`config.mk`:
```
export PLATFORM = sky130hd
export DESIGN_NAME = toysram_scan_ctl
export DESIGN_NICKNAME = d
export VERILOG_FILES = /design/src/rtl/toysram_scan_ctl.sv
export SDC_FILE = /design/constraint.sdc
export NUM_CORES = 1
export LEC_CHECK = 0
export CAP_MARGIN = 15
export CORE_MARGIN = 2
export CORE_UTILIZATION = 46
export CTS_CLUSTER_SIZE = 20
export DETAILED_ROUTE_END_ITERATION = 8
export PLACE_DENSITY_LB_ADDON = 0.2
export SYNTH_ARGS = -nofsm -noshare
export SYNTH_HDL_FRONTEND = slang
export SYNTH_SLANG_ARGS = --single-unit
```
`constraint.sdc`:
```
create_clock -name clock -period 9.3 [get_ports clock]
set_clock_uncertainty 0.1 [all_clocks]
set_input_delay 0.93 -clock clock [delete_from_list [all_inputs] [get_ports clock]]
set_output_delay 0.93 -clock clock [all_outputs]
set_load 0.02 [all_outputs]
```
`src/rtl/toysram_scan_ctl.sv`:
```
// Scan-chain sequencer for the toy SRAM macros: shifts a load vector into
// CHAINS parallel chains, captures what falls out, and optionally compares it.
module toysram_scan_ctl #(
  parameter int SCAN_LEN = 128,
  parameter int CHAINS   = 1,
  parameter int CLK_DIV  = 2,
  parameter int CNT_W    = $clog2(SCAN_LEN*CHAINS+1)
) (
  input  logic                         clock,
  input  logic                         resetb,
  input  logic                         start,
  input  logic                         compare,
  input  logic                         abort,
  input  logic [SCAN_LEN*CHAINS-1:0]   load_data,
  input  logic [SCAN_LEN*CHAINS-1:0]   expect_data,
  input  logic [SCAN_LEN*CHAINS-1:0]   expect_mask,
  input  logic [CHAINS-1:0]            scan_out,
  output logic                         te,
  output logic                         scan_clk,
  output logic [CHAINS-1:0]            scan_in,
  output logic                         busy,
  output logic                         done,
  output logic                         aborted,
  output logic [SCAN_LEN*CHAINS-1:0]   capture_data,
  output logic [CNT_W-1:0]             mismatch_cnt,
  output logic                         pass
);
  localparam int TOT   = SCAN_LEN*CHAINS;
  localparam int PH_W  = (CLK_DIV > 1) ? $clog2(CLK_DIV) : 1;
  localparam int BIT_W = $clog2(SCAN_LEN);
  localparam logic [PH_W-1:0]  PH_LAST  = PH_W'(CLK_DIV-1);
  localparam logic [BIT_W-1:0] BIT_LAST = BIT_W'(SCAN_LEN-1);

  typedef enum logic [2:0] {S_IDLE, S_SETUP, S_LOW, S_HIGH, S_HOLD, S_CMP} state_t;

  state_t              state_q;
  logic [PH_W-1:0]     phase_q;
  logic [BIT_W-1:0]    bit_q;
  logic                te_q, sclk_q, busy_q, done_q, aborted_q, pass_q;
  logic [CHAINS-1:0]   sin_q;
  logic [TOT-1:0]      cap_q;
  logic [CNT_W-1:0]    cnt_q;
  logic [TOT-1:0]      load_q, expect_q, mask_q;
  logic                compare_q;

  function automatic logic [CNT_W-1:0] popcount(input logic [TOT-1:0] v);
    logic [CNT_W-1:0] n;
    n = '0;
    for (int i = 0; i < TOT; i++) n = n + {{(CNT_W-1){1'b0}}, v[i]};
    return n;
  endfunction

  // Bit k of every chain, gathered into one scan_in word.
  function automatic logic [CHAINS-1:0] head_bits(input logic [TOT-1:0] v,
                                                  input logic [BIT_W-1:0] k);
    logic [CHAINS-1:0]   h;
    logic [SCAN_LEN-1:0] sh;
    h = '0;
    for (int c = 0; c < CHAINS; c++) begin
      sh   = v[c*SCAN_LEN +: SCAN_LEN] >> k;
      h[c] = sh[0];
    end
    return h;
  endfunction

  logic                phase_last;
  logic [SCAN_LEN-1:0] bit_oh;
  logic [CNT_W-1:0]    cmp_cnt;

  assign phase_last = (phase_q == PH_LAST);
  assign bit_oh     = {{(SCAN_LEN-1){1'b0}}, 1'b1} << bit_q;
  assign cmp_cnt    = compare_q ? popcount((cap_q ^ expect_q) & mask_q) : '0;

  always_ff @(posedge clock) begin
    if (state_q == S_IDLE && start) begin
      load_q    <= load_data;
      expect_q  <= expect_data;
      mask_q    <= expect_mask;
      compare_q <= compare;
    end
  end

  always_ff @(posedge clock or negedge resetb) begin
    if (!resetb) begin
      state_q   <= S_IDLE;
      phase_q   <= '0;
      bit_q     <= '0;
      te_q      <= 1'b0;
      sclk_q    <= 1'b0;
      sin_q     <= '0;
      busy_q    <= 1'b0;
      done_q    <= 1'b0;
      aborted_q <= 1'b0;
      cap_q     <= '0;
      cnt_q     <= '0;
      pass_q    <= 1'b0;
    end else begin
      done_q <= 1'b0;
      if (busy_q && abort) begin
        state_q   <= S_IDLE;
        phase_q   <= '0;
        bit_q     <= '0;
        te_q      <= 1'b0;
        sclk_q    <= 1'b0;
        sin_q     <= '0;
        busy_q    <= 1'b0;
        done_q    <= 1'b1;
        aborted_q <= 1'b1;
        cnt_q     <= '0;
        pass_q    <= 1'b0;
      end else begin
        case (state_q)
          S_IDLE: begin
            if (start) begin
              state_q   <= S_SETUP;
              phase_q   <= '0;
              bit_q     <= '0;
              busy_q    <= 1'b1;
              te_q      <= 1'b1;
              sclk_q    <= 1'b0;
              sin_q     <= head_bits(load_data, '0);
              aborted_q <= 1'b0;
              cap_q     <= '0;
            end
          end
          S_SETUP: begin
            if (phase_last) begin
              phase_q <= '0;
              state_q <= S_LOW;
            end else phase_q <= phase_q + 1'b1;
          end
          S_LOW: begin
            // This edge raises scan_clk, so it is the one that samples scan_out.
            if (phase_last) begin
              phase_q <= '0;
              state_q <= S_HIGH;
              sclk_q  <= 1'b1;
              for (int c = 0; c < CHAINS; c++)
                cap_q[c*SCAN_LEN +: SCAN_LEN] <= cap_q[c*SCAN_LEN +: SCAN_LEN]
                                                 | ({SCAN_LEN{scan_out[c]}} & bit_oh);
            end else phase_q <= phase_q + 1'b1;
          end
          S_HIGH: begin
            if (phase_last) begin
              phase_q <= '0;
              sclk_q  <= 1'b0;
              if (bit_q == BIT_LAST) begin
                state_q <= S_HOLD;
              end else begin
                bit_q   <= bit_q + 1'b1;
                sin_q   <= head_bits(load_q, bit_q + 1'b1);
                state_q <= S_LOW;
              end
            end else phase_q <= phase_q + 1'b1;
          end
          S_HOLD: begin
            if (phase_last) begin
              phase_q <= '0;
              te_q    <= 1'b0;
              state_q <= S_CMP;
            end else phase_q <= phase_q + 1'b1;
          end
          S_CMP: begin
            state_q <= S_IDLE;
            busy_q  <= 1'b0;
            done_q  <= 1'b1;
            cnt_q   <= cmp_cnt;
            pass_q  <= (cmp_cnt == '0);
          end
          default: state_q <= S_IDLE;
        endcase
      end
    end
  end

  assign te           = te_q;
  assign scan_clk     = sclk_q;
  assign scan_in      = sin_q;
  assign busy         = busy_q;
  assign done         = done_q;
  assign aborted      = aborted_q;
  assign capture_data = cap_q;
  assign mismatch_cnt = cnt_q;
  assign pass         = pass_q;
endmodule

```
After elaboration in Yosys (flattened, before gate mapping)
Index checks and enable logic that the tools add are counted.
Storage, ports and cells
  register bits: 539
  bits of input ports: 390
  logic and storage cells: 231
  output and inout port bits: 143
Cells by class
  shift operators: 2
  equality and inequality tests: 14
  reduce and logical (&&, ||, !) cells: 22
  $add $sub $neg: 129
  bitwise logic cells: 5
  multiplexer cells: 43
Operators by type and width (number)
  $add 8x1->8: 120
  $and 128x128->128: 2
  $mux 128: 2
  $pmux 128 s2: 1
  $or 128x128->128: 1
  $shl 1x7->128 const A: 1
  $shr 128x7->1: 1
  $xor 128x128->128: 1
  $mux 7: 4
  $mux 8: 3
  $mux 3: 7
  $mux 1: 19
  $ne 3x3->1 const B: 5
  $pmux 3 s5: 1
  $pmux 7 s2: 1
  $reduce_and 4->1: 3
  $reduce_bool 3->1: 4
  $add 7x1->8: 1
  $logic_not 8->1: 1
  $pmux 1 s2: 4
  $reduce_bool 2->1: 4
  $add 6x1->7: 1
  $add 7x1->7 const B: 1
  $eq 7x7->1 const B: 1
  20 further kinds: 26

Logic depth before layout (Yosys ltp)
  word-level depth: 133
  depth in mapped cells: 28
  mapped depth without buffers: 28

Least setup slack after synthesis
No wires, ideal clock.
  path type: input-to-reg
  start: input port start
  end: register compare_q (enable)
  path buffers: 0
  setup slack: -0.129 ns
  library setup time: 0.735 ns
  data required time: 8.465 ns
  stages on the path: 3
  arrival time: 8.594 ns
  cells stage by stage: nand2b_1 > nand2b_1 > inv_1
Between the ends
  word-level cells in the longest chain between the ends: 1
Ends and longest elaborated chain
  start: declaration: RTL line 11  | input logic start,
  $logic_and 1x1->1: RTL line 75  | if (state_q == S_IDLE && start) begin
  end signal: assignment: RTL line 79  | compare_q <= compare;
  end: declaration: RTL line 44  | logic compare_q;
No other way between the ends.
A chain may end at the register's enable or synchronous reset.

Worst setup path after layout
  start: register expect_q[99]
  end: register pass_q (netlist: pass)
Between the ends
  word-level cells in the longest chain between the ends: 35
Ends and longest elaborated chain
  start: declaration: RTL line 43  | logic [TOT-1:0] load_q, expect_q, mask_q;
  start signal: assignment: RTL line 77  | expect_q <= expect_data;
  $xor 128x128->128: RTL line 72  | assign cmp_cnt = compare_q ? popcount((cap_q ^ expect_q) & mask_q) : '0;
  $and 128x128->128: RTL line 72
  $add 8x1->8 (29 in a row): RTL line 49  | for (int i = 0; i < TOT; i++) n = n + {{(CNT_W-1){1'b0}}, v[i]};
  $mux 8: RTL line 72
  $logic_not 8->1: RTL line 168  | pass_q <= (cmp_cnt == '0);
  $mux 1: RTL line 112  | case (state_q)
  $mux 1: RTL line 99  | if (busy_q && abort) begin
  end signal: assignment: RTL line 168
  end: declaration: RTL line 39  | logic te_q, sclk_q, busy_q, done_q, aborted_q, pass_q;
No other way between the ends. The select of a mux whose other input is x is not followed.

==> flow_metrics.tcl <==
set metrics [dict create \
    status "finished clean" \
    yosysTopAreaCell "edfxtp_1" \
    synth_area_leaders "edfxtp_1 (49%), dfrtp_1 (16%), fa_1 (9.7%)" \
    nFillCells 3863 \
    regToRegStartpoint "expect_q[99]" \
    yosysTopAreaCellShare 0.487 \
    final_cells 2892 \
    rsz0062_at_grt "no" \
    drt_wl_total_um 69500 \
    gp_congestion 0.837 \
    die-area_um2 53400 \
    clk_latency_ps 600 \
    firstDrtPassIters 7 \
    dp_cells 2779 \
    ys_async_sr_fraction 0.286 \
    synth_nets 2147 \
    core_region_area_um2 51200 \
    grt_pass1_vias 15900 \
    worst_pin_slew_ps 1180 \
    startpoint_type "flip-flop" \
    cap_violations 0 \
    cts_resized 0 \
    hold_ws_ps 300 \
    fin_tns_setup_ps 0 \
    cts_tree "done" \
    worstPathRequired_ps 9670 \
    hold_class "in -> async" \
    final_cell_mix "clkdlybuf4s50_1 (531), edfxtp_1 (385), nor2_1 (160), dfrtp_1 (153), xor2_1 (130)" \
    rrSetupSlack_ps 1090 \
    die_w_um 231 \
    viasPerCell 5.14 \
    worst-path-max-fanout 2 \
    cts_setup_buffers 0 \
    root_buffer "clkbuf_16" \
    yosysWarnings 0 \
    reg2regPathDepth 24 \
    antenna_left 0 \
    cts_hold_buf 0 \
    clock_sinks 539 \
    syn_area_um2 23700 \
    slew_headroom 0.212 \
    io_buffers 532 \
    clk_pin_slew_ps 60 \
    nets 2694 \
    vias 14900 \
    crit_arrival_ps 8580 \
    hold_viol_final 0 \
    cp_slowest_cell "fa_1" \
    synth_edf_count 385 \
    critPathMostFrequentCell "fa_1" \
    htree_num_levels 2 \
    dr.first_iter.drc_count 1173 \
    layout_commonest_cell "clkdlybuf4s50_1" \
    start_util 0.463 \
    synthCells 1611 \
    dp_hpwl_um 52100 \
    reg2reg_to "pass" \
    cts_buffers 56 \
    period_minus_slack_ps 8210 \
    worst_path_largest_cell_delay_ps 550 \
    floorplan.rows 83 \
    layout-drive-gt1-share 0.0735 \
    synthToLayoutAreaGrowth_pct 33.9 \
    globalRouteOverflowTotal 0 \
    cts_buffer_depth 3 \
    slew_violations 0 \
    wire_per_inst_um 24.0 \
    ys_seq_area_frac 0.650 \
    grt_max_degree 211 \
    die_y_um 231 \
    period_share 0.883 \
    synth_ff_type "edfxtp_1" \
    ys_types 50 \
    grt_pass1_wl_um 102000 \
    grt_usage 0.263 \
    io-pin-count 533 \
    fmax_mhz 122 \
    critPathCaptureType "flip-flop" \
    drc_errors 0 \
    setup.worst_path.class "reg -> reg" \
    syn_avg_cell_area_um2 14.7 \
    synth_seq_cells 539 \
    setup_viol 0 \
    grt_antenna_before_repair 11 \
    path_cells "xor2_1 > and2_1 > fa_1 > inv_1 > fa_1 > fa_1 > inv_1 > fa_1 > inv_1 > fa_1 > inv_1 > fa_1 > inv_1 > fa_1 > fa_1 > fa_1 > fa_1 > inv_1 > ha_1 > fa_1 > xor2_1 > or4_1 > o31a_1 > o41ai_1" \
]
-- registers in the layout, summed over array words and instances, names as in the netlist, 3 cells and up --
register / cells
state_q: 3
load_q: 128
mismatch_cnt: 8
expect_q: 128
capture_data: 128
bit_q: 7
mask_q: 128
-- final cells by class --
class                   count  area, µm²  share of cell area
diodes                      8       20.0            0.000630
clock buffers              78       1620              0.0509
clock inverters            26        297             0.00934
inverters                 111        420              0.0132
multi-input cells         902       7660               0.241
flip-flops and latches    539      15400               0.485
well taps                 680        851              0.0268
repair buffers            548       5480               0.173
-- per-layer routing --
layer  vias to the layer above  track usage  wire length (µm)  share of wire
li1                       6706            -                 -              -
met1                      7487        0.344             28300           0.41
met2                       556        0.440             34500           0.50
met3                       106       0.0572              4820          0.069
met4                         6       0.0823              1840          0.027
met5                         -            0                36        0.00052
-- cells by family (layout without fill, tap and decap cells) --
| group | Yosys count | after routing | synth area share |
|---|---|---|---|
| adders and majority gates | 146 | 146 | 0.113 |
| and+or+nand+nor | 385 | 385 | 0.0721 |
| AOI/OAI and AO/OA | 182 | 182 | 0.0441 |
| other | 0 | 8 | 0 |
| xor gates and xnor gates | 140 | 140 | 0.0528 |
| muxes | 49 | 49 | 0.0394 |
| DFF | 539 | 539 | 0.650 |
| buffers and inverters | 170 | 763 | 0.0284 |
-- synthesized netlist by cell type (3+ instances only) --
cell,number
a21o_1,3
buf_2,7
buf_1,5
or3_1,3
or2_2,4
a31oi_1,50
xnor2_1,8
and3_1,9
buf_6,3
xor2_1,130
nor4_1,3
nor2_1,166
nand2_1,109
nand3_1,12
mux2_2,5
o31ai_1,8
dfrtp_1,154
ha_1,31
nand2b_1,6
fa_1,115
edfxtp_1,385
and2_1,57
a21oi_1,102
mux4_2,35
o21ai_0,3
inv_1,111
clkbuf_1,43
nor3_1,6
mux2i_1,9
-- stage by stage --
stage / instance area [µm²] / setup slack (ps) / util
2_1_floorplan: 23700 / 1410 / -
3_3_place_gp: 29800 / 1220 / 0.582
3_5_place_dp: 29800 / 1100 / 0.582
4_1_cts: 31700 / 1050 / 0.619
5_1_grt: 31800 / 769 / 0.620
6_report: 31800 / 1090 / 0.620
-- critical path: cells and delay by family (launching register included) --
family | cells | cell delay [ps]
AOI/OAI and AO/OA | 2 | 580
xor gates and xnor gates | 2 | 340
adders and majority gates | 12 | 5720
buffers and inverters | 6 | 350
DFF | 1 | 400
and+or+nand+nor | 2 | 580
-- worst max path at each step --
stage / from / end / slack [ps] / cells past startpoint
2_1_floorplan: capture_data[99] / pass / 1410 / 24
3_3_place_gp: expect_q[99] / pass / 1220 / 24
3_5_place_dp: expect_q[99] / pass / 1100 / 24
4_1_cts: expect_q[99] / pass / 1050 / 24
5_1_grt: expect_q[99] / mismatch_cnt[6] / 770 / 27
6_report: expect_q[99] / pass / 1090 / 24
Power is not shown: default switching activity piles up to over one toggle a cycle in this logic, so the estimate is an artifact.
==> RTL edit (same settings) <==
`SCAN_LEN`: 128 -> 64.
--- a/src/rtl/toysram_scan_ctl.sv
+++ b/src/rtl/toysram_scan_ctl.sv
@@ -1,7 +1,7 @@
 // Scan-chain sequencer for the toy SRAM macros: shifts a load vector into
 // CHAINS parallel chains, captures what falls out, and optionally compares it.
 module toysram_scan_ctl #(
-  parameter int SCAN_LEN = 128,
+  parameter int SCAN_LEN = 64,
   parameter int CHAINS   = 1,
   parameter int CLK_DIV  = 2,
   parameter int CNT_W    = $clog2(SCAN_LEN*CHAINS+1)
Interface: changed (5 resized); port bits go from 533 to 276. The function was not compared with the original's and may differ.
==> RTL edit against the unedited design <==
  * Synthesized area decreased by 47%
  * Cell area decreased by 48%
  * Hold slack got worse by 0.12 ns
  * Via count decreased by 47%
  * Routed wire length decreased by 56%
  * Critical path type unchanged
  * Sequential cell count decreased by 258
  * Highest routed layer is now met4
  * Synthesized cell count decreased by 46%
  * Largest cell class unchanged
  * Setup slack improved by 1.4 ns
==> RTL edit: results (changes against the unedited design) <==
* Met2 WL post-DR at 14.3 mm (was 34.5 mm)
* Worst Reg-to-Reg Cells at 22 (was 24)
* GR Util met3 at 0.0507 (was 0.0572)
* Async set-reset flop share out of synthesis at 0.313 (was 0.286)
* Initial detailed-routing violation count at 588 (was 1173)
* Post-place setup slack at 2.49 ns (was 1.10 ns)
* Htree depth at 1 (was 2)
* Via/cell ratio at 5.14 (about the same)
* Synthesized instance count at 874 (was 1611)
* Met2 usage at 0.343 (was 0.440)
* Minimum clock period at 6.82 ns (was 8.21 ns)
* I/O Buffers at 275 (was 532)
* Wirelength per Cell at 19.9 µm (was 24.0 µm)
* M1 WL at 13.1 mm (was 28.3 mm)
* WP data arrival at 7.18 ns (was 8.58 ns)
* CTS buffer count at 30 (was 56)
* Syn nets at 1147 (was 2147)
* Hold_buf cts at 0 (unchanged)
* Outcome: finished, final reports clean (unchanged)
* DP Wirelength at 21.9 mm (was 52.1 mm)
* Post-Place Cells at 1467 (was 2779)
* Vias in the first global route at 8010 (was 15.9k)
* Mux cell area share after synthesis at 0.0400 (was 0.0394)
* Post-synth top cells: edfxtp_1 (193), dfrtp_1 (88), nor2_1 (79) (was edfxtp_1 (385), nor2_1 (166), dfrtp_1 (154))
* Met3 routed WL at 2.34 mm (was 4.82 mm)
* Crit. Startpoint: expect_q[39]$_DFFE_PP_ (was expect_q[99]$_DFFE_PP_)
* Routed vias at 7828 (was 14.9k)
* Largest cells by area after synthesis: edfxtp_1 (46%), dfrtp_1 (18%), fa_1 (8.6%), xor2_1 (4.7%), a21oi_1 (3.0%) (was edfxtp_1 (49%), dfrtp_1 (16%), fa_1 (9.7%), xor2_1 (4.8%), mux4_2 (3.3%))
* Worst-Skew Late Latency at 0.56 ns (was 0.60 ns)
* Largest net degree at the start of global routing at 133 (was 211)
* Register area share after synthesis at 0.639 (was 0.650)
* Slowest stage delay, CP at 0.61 ns (was 0.55 ns)
* # nets final at 1431 (was 2694)
* Share of layout cells above drive strength 1 at 0.0567 (was 0.0735)
* Synth Area in Compound Gates at 0.0498 (was 0.0441)
* Placed instance area at 0.0156 mm² (was 0.0298 mm²)
* DR pass1 iterations at 6 (was 7)
* Measured slew at the worst slew-check pin at 1.06 ns (was 1.18 ns)
* Met1 Use GR at 0.290 (was 0.344)
* Xor/xnor share of the synthesized area at 0.0504 (was 0.0528)
* First-pass GRT wire length at 45.7 mm (was 102 mm)
* Total track usage at 0.212 (was 0.263)
* Post-synth EDFFs at 193 (was 385)
==> RTL edit: layout make-up <==
| class | count | area [µm²] |
|---|---|---|
| Multi-Input combinational cell | 505 | 4150 |
| Sequential cell | 281 | 8000 |
| Inverter | 59 | 229 |
| Fill cell | 2064 | 10200 |
| Tap cell | 341 | 427 |
| Timing Repair Buffer | 281 | 2800 |
| Antenna cell | 1 | 2.50 |
| Clock buffer | 35 | 800 |
| Clock inverter | 21 | 161 |
==> RTL edit: critical path, delay by kind of cell (launching register included) <==
family / cells / cell delay [ns]
adder cells (fa/ha/maj): 10 / 4.80
AO/OA/AOI/OAI: 3 / 0.58
flip-flops: 1 / 0.39
AND/OR/NAND/NOR: 3 / 0.35
XOR/XNOR: 2 / 0.28
buffers and inverters: 4 / 0.22
